$ cat src/rtl/mem_wb_stage.sv
// MEM->WB pipeline stage register with a 2-entry skid buffer (strict FIFO order).
// Latency: one cycle minimum; an entry pushed into an empty stage is on out_* after the next edge.
// Backpressure: in_ready comes only from registered state and drops while both slots are full.
//
// Ports:
//   clk, reset        rising-edge clock, asynchronous active-high reset
//   in_valid/in_ready MEM-side handshake; in_wreg/in_data/in_ctrl carry the entry
//   flush             synchronous discard of every held entry (beats push and pop)
//   out_valid/out_ready WB-side handshake; out_wreg/out_data/out_ctrl show the head entry
//   occupancy         number of entries held (0, 1 or 2)
module mem_wb_stage #(
  parameter int DATA_W = 64,
  parameter int REG_AW = 5,
  parameter int CTRL_W = 2
) (
  input  logic              clk,
  input  logic              reset,
  input  logic              in_valid,
  output logic              in_ready,
  input  logic [REG_AW-1:0] in_wreg,
  input  logic [DATA_W-1:0] in_data,
  input  logic [CTRL_W-1:0] in_ctrl,
  input  logic              flush,
  output logic              out_valid,
  input  logic              out_ready,
  output logic [REG_AW-1:0] out_wreg,
  output logic [DATA_W-1:0] out_data,
  output logic [CTRL_W-1:0] out_ctrl,
  output logic [1:0]        occupancy
);

  // The encoding doubles as the occupancy count.
  typedef enum logic [1:0] {
    EMPTY = 2'd0,
    ONE   = 2'd1,
    TWO   = 2'd2
  } state_t;

  state_t state;

  logic [REG_AW-1:0] head_wreg;
  logic [DATA_W-1:0] head_data;
  logic [CTRL_W-1:0] head_ctrl;
  logic [REG_AW-1:0] skid_wreg;
  logic [DATA_W-1:0] skid_data;
  logic [CTRL_W-1:0] skid_ctrl;

  logic push;
  logic pop;

  // Both handshake outputs are decoded from the state register alone, so no
  // input ever reaches in_ready or out_valid combinationally.
  assign in_ready  = (state != TWO);
  assign out_valid = (state != EMPTY);
  assign occupancy = state;

  assign push = in_valid & in_ready;
  assign pop  = out_valid & out_ready;

  assign out_wreg = head_wreg;
  assign out_data = head_data;
  // An empty head must never present a write enable to the register file.
  assign out_ctrl = out_valid ? head_ctrl : '0;

  always_ff @(posedge clk or posedge reset) begin
    if (reset) begin
      state     <= EMPTY;
      head_wreg <= '0;
      head_data <= '0;
      head_ctrl <= '0;
      skid_wreg <= '0;
      skid_data <= '0;
      skid_ctrl <= '0;
    end else if (flush) begin
      // Payload is left stale; only the state decides what is visible.
      state <= EMPTY;
    end else begin
      case (state)
        EMPTY: begin
          if (push) begin
            head_wreg <= in_wreg;
            head_data <= in_data;
            head_ctrl <= in_ctrl;
            state     <= ONE;
          end
        end
        ONE: begin
          if (push && !pop) begin
            // Head is stalled; park the newcomer behind it.
            skid_wreg <= in_wreg;
            skid_data <= in_data;
            skid_ctrl <= in_ctrl;
            state     <= TWO;
          end else if (push && pop) begin
            head_wreg <= in_wreg;
            head_data <= in_data;
            head_ctrl <= in_ctrl;
          end else if (pop) begin
            state <= EMPTY;
          end
        end
        TWO: begin
          // in_ready is low here, so only a pop can happen.
          if (pop) begin
            head_wreg <= skid_wreg;
            head_data <= skid_data;
            head_ctrl <= skid_ctrl;
            state     <= ONE;
          end
        end
        default: state <= EMPTY;
      endcase
    end
  end

endmodule

$ cat config.mk
export PLATFORM = sky130hd
export DESIGN_NAME = mem_wb_stage
export DESIGN_NICKNAME = d
export VERILOG_FILES = /design/src/rtl/mem_wb_stage.sv
export SDC_FILE = /design/constraint.sdc
export NUM_CORES = 1
export LEC_CHECK = 0
export BUFFER_PORTS_ARGS = -buffer_cell sky130_fd_sc_hd__buf_2
export CAP_MARGIN = 20
export CORE_UTILIZATION = 40
export CTS_BUF_LIST = sky130_fd_sc_hd__clkbuf_2 sky130_fd_sc_hd__clkbuf_4 sky130_fd_sc_hd__clkbuf_8
export CTS_CLUSTER_SIZE = 25
export DETAILED_ROUTE_END_ITERATION = 6
export HOLD_SLACK_MARGIN = 0.08
export PLACE_DENSITY = 0.71
export REMOVE_ABC_BUFFERS = 1
export SYNTH_ARGS = -nofsm -noshare
export SYNTH_HDL_FRONTEND = slang
export SYNTH_SLANG_ARGS = --single-unit
$ cat constraint.sdc
create_clock -name clk -period 10.3 [get_ports clk]
set_input_delay 2.575 -clock clk [delete_from_list [all_inputs] [get_ports clk]]
set_output_delay 2.575 -clock clk [all_outputs]
set_load 0.01 [all_outputs]
==> impl_metrics.csv, run 1 <==
group,metric,value,unit
outcome,outcome,"complete, no violations",
cts,cts_resized,0,
floorplan,start_util,41.0,%
power_and_ir_drop,p_per_area,196,nW/um^2
power_and_ir_drop,clkPwrFrac,27.0,%
power_and_ir_drop,finalPower,1.48,mW
grt,grt_max_degree,74,
grt,grt_overflow,0,
setup_path,crit_slowest_cell,"nand2b_4",
setup_path,start_kind,"register",
setup_path,path_class,"register to output pin",
grt,grt_util_all_layers,15.5,%
synth,syn_area,6230,um^2
sta,tns,0,ps
route,num_vias,3751,
cts,cts_tree,"built",
route,drc,0,
setup_path,path_cells,"nand2b_4 > buf_2",
floorplan,coreArea,15200,um^2
setup_path,crit_cells,2,
final_layout,drive_gt1_share,72.3,%
power_and_ir_drop,p_int,1.08,mW
synth,ys_ff_latch,144,
synth,synth_fa_ha_area_share,0,%
sta,slew_violations,0,
synth,synthMuxAreaShare,38.7,%
cts,cts_hold_buf,0,
power_and_ir_drop,leakage,3.50,nW
final_layout,antenna_cells,0,
setup_path,cp_top_family,"simple AND/OR/NAND/NOR gates",
synth,yosys.area_share.simple,1.15,%
min_path,hp-class,"register to register",
synth,yosys_warnings,0,
power_and_ir_drop,p_switching,0.400,mW
grt,grt_pass1_vias,4050,
route,drtPass1Iterations,4,
placed_design,numPlacedInstances,715,
sta,relSlewSlack,31.9,%
power_and_ir_drop,irDropWorstVdd,0.0000788,V
synth,synth.distinct_cells,19,
sta,hold_viol_final,0,
cts,ctsRootBufferMaster,"clkbuf_8",
synth,syn_avg_cell_area,15.6,um^2
cts,clock_latency,440,ps
route,viasPerCell,5.01,
cts,h-tree-depth,4,
synth,syn_inst,398,
sta,max_freq,0.214,GHz
synth,synth_xor_xnor_area_share,0,%
sta,setup_violations,0,
setup_path,crit_buf_inv,1,
route,initialDrtViolationCount,79,
min_path,holdPathStages,1,
synth,synth_compound_area_share,0.563,%
route,ant_nets,0,
cts,clock_path_buffers,2,
power_and_ir_drop,seqPwrFrac,52.3,%
floorplan,ios,151,
final_layout,layout.nets,623,
floorplan,die_area,16100,um^2
route,wl,11600,um
sta,worst_pin_slew,1020,ps
cts,clock_sinks,144,
run,maxCapViolCount,0,
sta,fin_skew,11.3,ps
power_and_ir_drop,switching_share,27.1,%
route,avgRoutedWirePerCell,15.5,um
grt,antenna_found_initial,0,
setup_path,max_stage_delay,850,ps
floorplan,fp.dieH,127,um
setup_path,worstSetupEndpointType,"output pin",
synth,yosysSeqAreaShare,57.9,%
power_and_ir_drop,p_comb_share,20.7,%
cts,cts_buffers,17,
sta,rsz0062_at_grt,"no",
placed_design,gp_congestion,0.695,
final_layout,syn_to_final_growth,21.0,%
cts,clk_pin_slew,70,ps
floorplan,rows,45,
floorplan,die_width,127,um
synth,synth_top_family_by_area,"multiplexers",
grt,grt_pass1_wl,19400,um
setup_path,r2r_cells,3,
placed_design,dp_hpwl,7470,um
setup_path,critical_path_arrival,2090,ps
sta,period_needed,4660,ps
sta,period_share,45.3,%
setup_path,required,7730,ps
placed_design,io_buffers,150,
final_layout,fin_cells,748,
setup_path,cp_max_fo,73,
cts,cts_setup_buffers,0,
==> power by group through the flow <==
stage / clock network, mW / registers, mW / logic [mW]
finish: 0.399 / 0.773 / 0.305
global route: 0.440 / 0.791 / 0.334
CTS: 0.422 / 0.773 / 0.311
detailed placement: 0 / 0.783 / 0.311
global placement: 0 / 0.774 / 0.299
floorplan: 0 / 0.797 / 0.176
==> Yosys cell counts <==
library cell	number	share of area, %
a21boi_0	1	0.12
a21oi_1	1	0.080
and2_1	2	0.20
buf_2	15	1.2
clkbuf_1	8	0.48
dfrtp_1	144	58
inv_1	1	0.060
mux2_2	213	39
mux2i_1	1	0.16
nand2_1	2	0.12
nand2b_1	1	0.10
nand3_1	1	0.080
nand4bb_1	1	0.18
nor2_1	2	0.12
nor2b_1	1	0.10
o21ba_2	1	0.16
o31ai_2	1	0.20
or2_2	1	0.10
or3b_2	1	0.14
==> area by class of cell <==
| type | count | area [um^2] |
|---|---|---|
| repair buffers | 153 | 786 |
| flip-flops and latches | 144 | 3600 |
| well taps | 188 | 235 |
| clock buffers | 23 | 298 |
| fillers | 1333 | 7670 |
| inverters | 1 | 8.76 |
| multi-input cells | 230 | 2540 |
| clock inverters | 9 | 58.8 |
==> final timing paths <==
path / slack (ps) / startpoint / end
max in group asynchronous: 6690 / reset / skid_data[30]
setup reg to reg: 8050 / occupancy[0] / out_data[59]
hold / removal: 500 / out_data[60] / out_data[60]
setup / recovery: 5640 / occupancy[0] / in_ready
min in group asynchronous: 2230 / reset / out_data[5]
hold reg to reg: 500 / out_data[60] / out_data[60]
==> worst register-to-register path: cells and delay by family (launching register included) <==
| family | cells | cell delay [ps] |
|---|---|---|
| AND/OR/NAND/NOR | 1 | 850 |
| multiplexers | 2 | 770 |
| flip-flops | 1 | 530 |
==> state kept, by name (all words and copies together) (netlist names) <==
| signal | count |
|---|---|
| head_ctrl | 2 |
| occupancy | 2 |
| out_data | 64 |
| out_wreg | 5 |
| skid_ctrl | 2 |
| skid_data | 64 |
| skid_wreg | 5 |
==> placed cells by master, fill, tap and decap left out, types with 2 or more instances in the layout <==
master / Yosys / final
clkinv_4: 0 / 2
clkbuf_4: 0 / 3
clkbuf_8: 0 / 20
mux2_2: 213 / 213
inv_6: 0 / 2
buf_4: 0 / 2
and2_1: 2 / 2
nand2_1: 2 / 2
dfrtp_1: 144 / 144
nor2_1: 2 / 2
buf_2: 15 / 150
clkinv_2: 0 / 5
==> per-layer routing <==
| layer | routed length (um) | global-route usage, % | up-vias |
|---|---|---|---|
| met1 | 5150 | 18.8 | 1915 |
| li1 | - | - | 1723 |
| met2 | 5700 | 25.7 | 98 |
| met4 | 176 | 7.21 | 0 |
| met5 | 0 | 0 | - |
| met3 | 536 | 4.26 | 15 |
==> through the flow <==
stage	worst slack, ps	util [%]	cell area [um^2]	hold slack (ps)
6_report	5640	49.6	7530	502
5_1_grt	5430	49.6	7530	513
4_1_cts	5540	49.4	7510	506
3_5_place_dp	5750	47.1	7160	489
3_3_place_gp	5820	47.1	7160	482
2_1_floorplan	3860	-	6120	472
==> logic make-up after synthesis <==
family | after synthesis
and+or+nand+nor | 12
buffers and inverters | 24
muxes | 214
DFF | 144
AOI/OAI and AO/OA | 4
Note: power is estimated with default switching activity, not from simulation.
==> run 2: changes to the inputs <==
PLACE_DENSITY = 0.73   (was 0.71)
clock period = 4.05 ns   (was 10.3 ns; I/O delays follow)
==> run 2 against run 1 <==
Compared with the run above: die area unchanged; first-iteration DRC count increased by 70%; global-route usage increased by 0.30 points; wire length increased by 2.6%; non-clock buffer count increased by 1; sequential share of layout area decreased by 0.68 points; worst setup slack got worse by 4400 ps; largest cell class unchanged; final cell count unchanged; hold slack improved by 1.8 ps; clock skew decreased by 0.96 ps; highest routed layer unchanged.
==> impl_metrics.csv, run 2 (synthesized netlist as in run 1, its figures left out) <==
group,metric,value,unit
outcome,outcome,"complete, no violations",
cts,clock_path_buffers,2,
cts,clock_latency,430,ps
route,wl,11900,um
floorplan,die_width,127,um
final_layout,multiInputGateArea,2540,um^2
final_layout,drive_gt1_share,72.3,%
sta,fin_skew,10.4,ps
cts,cts_resized,0,
cts,cts_buffers,17,
route,drc,0,
setup_path,path_class,"register to output pin",
setup_path,start_kind,"register",
run,maxCapViolCount,0,
sta,max_freq,0.359,GHz
floorplan,die_area,16100,um^2
grt,met1_usage,19.6,%
route,num_vias,3769,
final_layout,layout.nets,624,
min_path,hp-class,"register to register",
placed_design,io_buffers,150,
grt,grt_pass1_vias,4009,
route,drtPass1Iterations,4,
floorplan,start_util,41.0,%
grt,grt_overflow,0,
setup_path,crit_start,"occupancy[0]",
placed_design,dpl-instance-area,7210,um^2
grt,grt_max_degree,83,
sta,setup_violations,0,
sta,hold-worst-slack,503,ps
cts,clk_pin_slew,70,ps
power_and_ir_drop,finalPower,3.97,mW
floorplan,ios,151,
placed_design,dp_hpwl,7760,um
final_layout,antenna_cells,0,
cts,cts_hold_buf,0,
power_and_ir_drop,leakage,3.55,nW
sta,hold_viol_final,0,
setup_path,critical_path_arrival,1780,ps
min_path,holdPathStages,1,
grt,grt_util_all_layers,15.8,%
cts,cts_tree,"built",
grt,antenna_found_initial,0,
sta,relSlewSlack,60.6,%
route,avgRoutedWirePerCell,15.9,um
final_layout,n_fill_cell,1328,
sta,rsz0062_at_grt,"no",
final_layout,final_cell_mix,"213 x mux2_2, 150 x buf_2, 144 x dfrtp_1",
grt,grt_pass1_wl,19600,um
setup_path,cp_max_fo,40,
setup_path,worstSetupEndpointType,"output pin",
sta,period_needed,2790,ps
floorplan,coreArea,15200,um^2
sta,worst_pin_slew,591,ps
final_layout,layout_commonest_cell,"mux2_2",
final_layout,fin_area,7640,um^2
route,ant_nets,0,
final_layout,ff_latch_area,3600,um^2
final_layout,finish.utilization,50.3,%
cts,clock_sinks,144,
setup_path,r2r-start,"occupancy[0]",
floorplan,fp.dieH,127,um
power_and_ir_drop,irDropWorstVdd,0.000258,V
cts,h-tree-depth,4,
sta,tns,0,ps
grt,busiest_layer,"met2",
setup_path,r2r_cells,4,
placed_design,gp_congestion,0.677,
cts,ctsRootBufferMaster,"clkbuf_8",
route,viasPerCell,5.04,
cts,cts_setup_buffers,0,
sta,period_share,68.8,%
setup_path,required,3040,ps
grt,met3_usage,4.51,%
grt,use_met2,26.5,%
sta,slew_violations,0,
setup_path,worstSetupEndpoint,"in_ready",
floorplan,rows,45,
power_and_ir_drop,p_per_area,519,nW/um^2
setup_path,r2r_slack,1620,ps
route,initialDrtViolationCount,134,
final_layout,syn_to_final_growth,22.7,%
setup_path,reg2reg_to,"out_data[51]",
==> run 2: worst min path at each step <==
stage                        startpoint            end  slack (ps)
final                      out_data[21]   out_data[21]         500
after global routing      skid_data[55]  skid_data[55]         510
after CTS                 skid_data[62]  skid_data[62]         510
after detailed placement  skid_data[55]  skid_data[55]         490
after global placement    skid_data[27]  skid_data[27]         480
after floorplan            head_ctrl[0]   head_ctrl[0]         470
==> run 2: power breakdown <==
group          switching [mW]  internal [mW]  total, mW  leakage [nW]
logic                   0.319          0.458      0.778          1.59
clock network           0.500          0.715       1.22         0.227
registers               0.178           1.79       1.97          1.73
==> run 2: area by class of cell <==
class,instances,share of cell area [%]
Sequential cell,144,47.2
Inverter,1,0.115
Clock inverter,5,1.31
Multi-Input combinational cell,230,33.3
Timing Repair Buffer,154,10.7
Clock buffer,26,4.35
Tap cell,188,3.08
==> run 2: metrics by stage <==
step	setup slack, ps	std cells
3_3_place_gp	1380	717
4_1_cts	1200	748
6_report	1260	748
3_5_place_dp	1340	717
5_1_grt	1130	748
2_1_floorplan	-829	375
==> run 2: worst max-delay path: stages, from the launching register on <==
cell and delay, ps:
dfrtp_1 520, nand2b_4 560, buf_2 240
==> run 2: metal layers <==
metal  vias up  share of wire (%)  routed length (um)
met5         -                  0                   0
li1       1730                  -                   -
met1      1930                 44                5240
met3        14                4.7                 554
met4         0                1.2                 139
met2        95                 50                5930
